===== src/rtl/sprite_rom_arbiter.sv =====
// Round-robin arbiter sharing one single-port sprite ROM among NREQ requesters.
// Each grant serves up to BURST reads; data returns one cycle after the address.
module sprite_rom_arbiter #(
    parameter int NREQ  = 4,
    parameter int AW    = 21,
    parameter int DW    = 5,
    parameter int BURST = 8
) (
    input  logic                       Clk,
    input  logic                       Reset,
    input  logic [NREQ-1:0]            req,
    input  logic [NREQ*AW-1:0]         addr,
    output logic [NREQ-1:0]            gnt,
    output logic [AW-1:0]              rom_addr,
    input  logic [DW-1:0]              rom_data,
    output logic                       rd_valid,
    output logic [$clog2(NREQ)-1:0]    rd_id,
    output logic [DW-1:0]              rd_data,
    output logic                       busy
);

    // state   | meaning
    // S_IDLE  | no grant held, rom_addr driven to zero
    // S_GRANT | r_owner holds the ROM, one gnt bit high
    typedef enum logic {S_IDLE = 1'b0, S_GRANT = 1'b1} state_t;

    localparam int IW = $clog2(NREQ);
    localparam int CW = $clog2(BURST);

    state_t          r_state;
    logic [NREQ-1:0] r_gnt;
    logic [IW-1:0]   r_owner;
    logic [IW-1:0]   r_ptr;
    logic [CW-1:0]   r_cnt;
    logic            r_rd_valid;
    logic [IW-1:0]   r_rd_id;

    logic            w_any;
    logic            w_found;
    logic [IW-1:0]   w_win;
    logic [IW-1:0]   w_ptr_nxt;
    logic            w_accept;
    logic            w_release;
    logic            w_rearb;
    logic [AW-1:0]   w_owner_addr;

    // First requester at or above r_ptr, wrapping; the old owner sits last since r_ptr = owner+1.
    always_comb begin : p_arb
        logic [IW-1:0] v_idx;
        v_idx   = '0;
        w_found = 1'b0;
        w_win   = '0;
        for (int k = 0; k < NREQ; k++) begin
            v_idx = IW'((int'(r_ptr) + k) % NREQ);
            if (!w_found && req[v_idx]) begin
                w_found = 1'b1;
                w_win   = v_idx;
            end
        end
    end

    assign w_any        = |req;
    assign w_ptr_nxt    = (w_win == IW'(NREQ - 1)) ? '0 : w_win + 1'b1;
    assign w_owner_addr = addr[r_owner*AW +: AW];
    assign w_accept     = (r_state == S_GRANT) && req[r_owner];
    assign w_release    = (r_state == S_GRANT) &&
                          (!req[r_owner] || (r_cnt == CW'(BURST - 1)));
    assign w_rearb      = (r_state == S_IDLE) || w_release;

    always_ff @(posedge Clk or negedge Reset) begin
        if (!Reset) begin
            r_state    <= S_IDLE;
            r_gnt      <= '0;
            r_owner    <= '0;
            r_ptr      <= '0;
            r_cnt      <= '0;
            r_rd_valid <= 1'b0;
            r_rd_id    <= '0;
        end else begin
            r_rd_valid <= w_accept;
            if (w_accept) begin
                r_rd_id <= r_owner;
            end
            if (w_rearb) begin
                if (w_any) begin
                    r_state <= S_GRANT;
                    r_gnt   <= NREQ'(1) << w_win;
                    r_owner <= w_win;
                    r_ptr   <= w_ptr_nxt;
                    r_cnt   <= '0;
                end else begin
                    r_state <= S_IDLE;
                    r_gnt   <= '0;
                    r_cnt   <= '0;
                end
            end else if (w_accept) begin
                r_cnt <= r_cnt + 1'b1;
            end
        end
    end

    assign gnt      = r_gnt;
    assign busy     = |r_gnt;
    assign rom_addr = (r_state == S_GRANT) ? w_owner_addr : '0;
    assign rd_valid = r_rd_valid;
    assign rd_id    = r_rd_id;
    assign rd_data  = rom_data;

endmodule

===== config.mk =====
export PLATFORM = sky130hd
export DESIGN_NAME = sprite_rom_arbiter
export DESIGN_NICKNAME = d
export VERILOG_FILES = /design/src/rtl/sprite_rom_arbiter.sv
export SDC_FILE = /design/constraint.sdc
export NUM_CORES = 1
export LEC_CHECK = 0
export ABC_AREA = 0
export CAP_MARGIN = 40
export CORE_MARGIN = 2
export CORE_UTILIZATION = 30
export DETAILED_ROUTE_END_ITERATION = 12
export GPL_ROUTABILITY_DRIVEN = 0
export MAX_ROUTING_LAYER = met4
export PLACE_DENSITY = 0.82
export SYNTH_ARGS = -nofsm -noshare
export SYNTH_HDL_FRONTEND = slang
export SYNTH_SLANG_ARGS = --single-unit

===== constraint.sdc =====
create_clock -name Clk -period 3.46 [get_ports Clk]
set_input_delay 0.346 -clock Clk [delete_from_list [all_inputs] [get_ports Clk]]
set_output_delay 0.346 -clock Clk [all_outputs]
set_load 0.02 [all_outputs]

==> flow_metrics.tcl <==
set metrics [dict create \
    wire_per_inst_um 15.49 \
    fmax_mhz 363.1 \
    grt_pass1_wl_um 6589 \
    grt_overflow 0 \
    synth_xor_area_frac 0 \
    dpl.hpwl_um 3837 \
    p_comb_frac 0.746 \
    vias 1407 \
    cts_resized 0 \
    portBuffers 118 \
    grt_antenna_before_repair 0 \
    cp-end-kind "output port" \
    syn_avg_cell_area_um2 11.76 \
    post_cts_buffers 0 \
    cts-root-buf "clkbuf_8" \
    critical_path_class "reg -> out" \
    power_leakage_uw 0.001062 \
    preCtsSetupSlack_ns 0.9531 \
    cts_made_buffers 3 \
    min_period_ns 2.754 \
    p_int_uw 1157 \
    synth_ff_type "dfrtp_1" \
    cts_max_level 1 \
    drtPass1Iterations 5 \
    layout.nets 336 \
    tightest_slew_ns 0.6515 \
    route.detailed.drc 0 \
    cts_hold_buffers 0 \
    cp_max_fo 19 \
    clkTransAtPathRegs_ns 0.06 \
    synth_warnings 0 \
    power_frac_seq 0.180 \
    via_per_inst 4.674 \
    grtUsageTotal 0.1632 \
    clk_latency_ns 0.25 \
    max_slew_margin 0.5630 \
    final-setup-viol-count 0 \
    crit_arrival_ns 2.41 \
    rsz0062_at_grt "no" \
    clockBufferDepth 2 \
    cts_sinks 15 \
    hp-class "reg -> reg" \
    finalSetupTns_ns 0 \
    synth-simple-area-share 0.1677 \
    die-width_um 74.01 \
    layout_setup_ws_ns 0.7058 \
    antenna_left 0 \
    syn-cell-area_um2 1470 \
    clkPwrFrac 0.074 \
    p_sw_frac 0.3857 \
    num_rows 25 \
    cp-start-kind "flip-flop" \
    cp_data_required_time_ns 3.11 \
    area_growth_pct 85.70 \
    synth_fa_ha_area_frac 0.05106 \
    num_io_pins 129 \
    diodes 0 \
    peakVddDrop_uv 368.8 \
    drive_above_1_share 0.1410 \
    status "finished, final reports clean" \
    drt_iter0_markers 24 \
    synth-seq-cells 15 \
    final.setup_skew_ns 0.007532 \
    synth_top_family_by_area "multiplexers" \
    pwr_density_cell_nw_per_um2 689.8 \
    cts_tree "yes" \
    synth_cells 125 \
    core_um2 4723 \
    finalHoldViolCount 0 \
    final_max_slew_viol_count 0 \
    yosysSeqAreaShare 0.2553 \
    ys_async_sr_fraction 1.000 \
    die_y_um 74.01 \
    synth_edf_count 0 \
    start_util 0.3113 \
    timing.hold.ws_ns 0.4431 \
    fin_crit_sh 0.7960 \
    muxShareOfSynthArea 0.3813 \
    synth-compound-area-share 0.06553 \
    maxCapViolations 0 \
    drt-total-wl_um 4662 \
    p_sw_uw 726.4 \
    die-area_um2 5477 \
    grt_max_degree 25 \
    grt_pass1_vias 1402 \
    syn_nets 226 \
    synth.distinct_cells 25 \
]
[cell type report]
| cell class | instances | area [um2] |
|---|---|---|
| multi-input cells | 90 | 978.4 |
| clock buffers | 4 | 45.04 |
| inverters | 5 | 18.77 |
| flip-flops and latches | 15 | 375.4 |
| well taps | 67 | 83.83 |
| repair buffers | 120 | 1229 |
| fillers | 402 | 1993 |
[critical path, stage by stage, from the launching register on]
cell and delay (ns):
dfrtp_1 0.69, buf_12 0.25, mux4_2 0.51, and2_1 0.16, clkdlybuf4s50_1 0.54
[stage by stage]
stage	cells	util	cell area, um2	total power [uW]
after floorplan	125	-	1470	1210
after global placement	296	0.5626	2658	1714
after detailed placement	297	0.5685	2685	1766
after CTS	301	0.5780	2730	1909
after global routing	301	0.5780	2730	2016
final	301	0.5780	2730	1883
[logic make-up (layout without fill, tap and decap cells)]
kind of cell / count (synthesis) / in the layout
flip-flops: 15 / 15
AO/OA/AOI/OAI: 15 / 15
buffers and inverters: 20 / 129
multiplexers: 28 / 28
adder cells (fa/ha/maj): 6 / 6
AND/OR/NAND/NOR: 41 / 41
[worst paths after layout]
path | from | endpoint | slack [ns] | cells past startpoint
max | r_owner[0]$_DFFE_PN0P_ | rom_addr[11] | 0.71 | 4
min | r_cnt[0]$_DFFE_PN0P_ | r_cnt[0]$_DFFE_PN0P_ | 0.44 | 1
max reg2reg | r_owner[0]$_DFFE_PN0P_ | r_owner[0]$_DFFE_PN0P_ | 1.32 | 5
min reg2reg | r_cnt[0]$_DFFE_PN0P_ | r_cnt[0]$_DFFE_PN0P_ | 0.44 | 1
max in group asynchronous | Reset | gnt[3]$_DFFE_PN0N_ | 2.54 | 1
min in group asynchronous | Reset | rd_id[1]$_DFFE_PN0P_ | 0.50 | 1
[power by group through the flow]
stage               combinational, uW  sequential (uW)  clock (uW)
finish                           1400              339         140
global route                     1510              355         155
CTS                              1420              341         144
detailed placement               1420              345           0
global placement                 1340              372           0
floorplan                         884              326           0
[layout by cell type (no fill, tap or decap), types with 2 or more instances in the layout]
cell type,count
a21oi_1,3
and2_1,23
clkbuf_8,3
clkdlybuf4s50_1,118
dfrtp_1,15
ha_1,6
inv_1,5
mux2_2,2
mux2_4,3
mux2i_1,2
mux4_2,21
nand2_1,10
nand3b_1,2
nor3b_1,2
o21ai_0,7
or4_1,2
[layer usage]
layer | global-route usage | vias to the layer above | share of wire
met5 | - | - | 0
met4 | 0.04848 | 0 | 0.0058
met3 | 0.02710 | 2 | 0.086
met2 | 0.2966 | 68 | 0.54
met1 | 0.1829 | 660 | 0.37
li1 | - | 677 | -
[cell usage after synthesis, drive strengths merged (2+ instances only)]
cell / number / area, um2
and2: 23 / 143.9
mux4: 21 / 473.0
dfrtp: 15 / 375.4
buf: 12 / 86.33
nand2: 10 / 37.54
o21ai: 7 / 35.03
ha: 6 / 75.07
inv: 5 / 18.77
mux2: 5 / 67.56
a21oi: 3 / 15.01
clkbuf: 3 / 11.26
mux2i: 2 / 20.02
nand3b: 2 / 15.01
nor3b: 2 / 15.01
or4: 2 / 15.01
[sequential cells by signal (all words and copies together) (netlist names)]
register and flops:
gnt 4, r_cnt 3, r_owner 2, r_ptr 2
rd_id 2, r_state 1, rd_valid 1
Note: power is estimated with default switching activity, not from simulation.
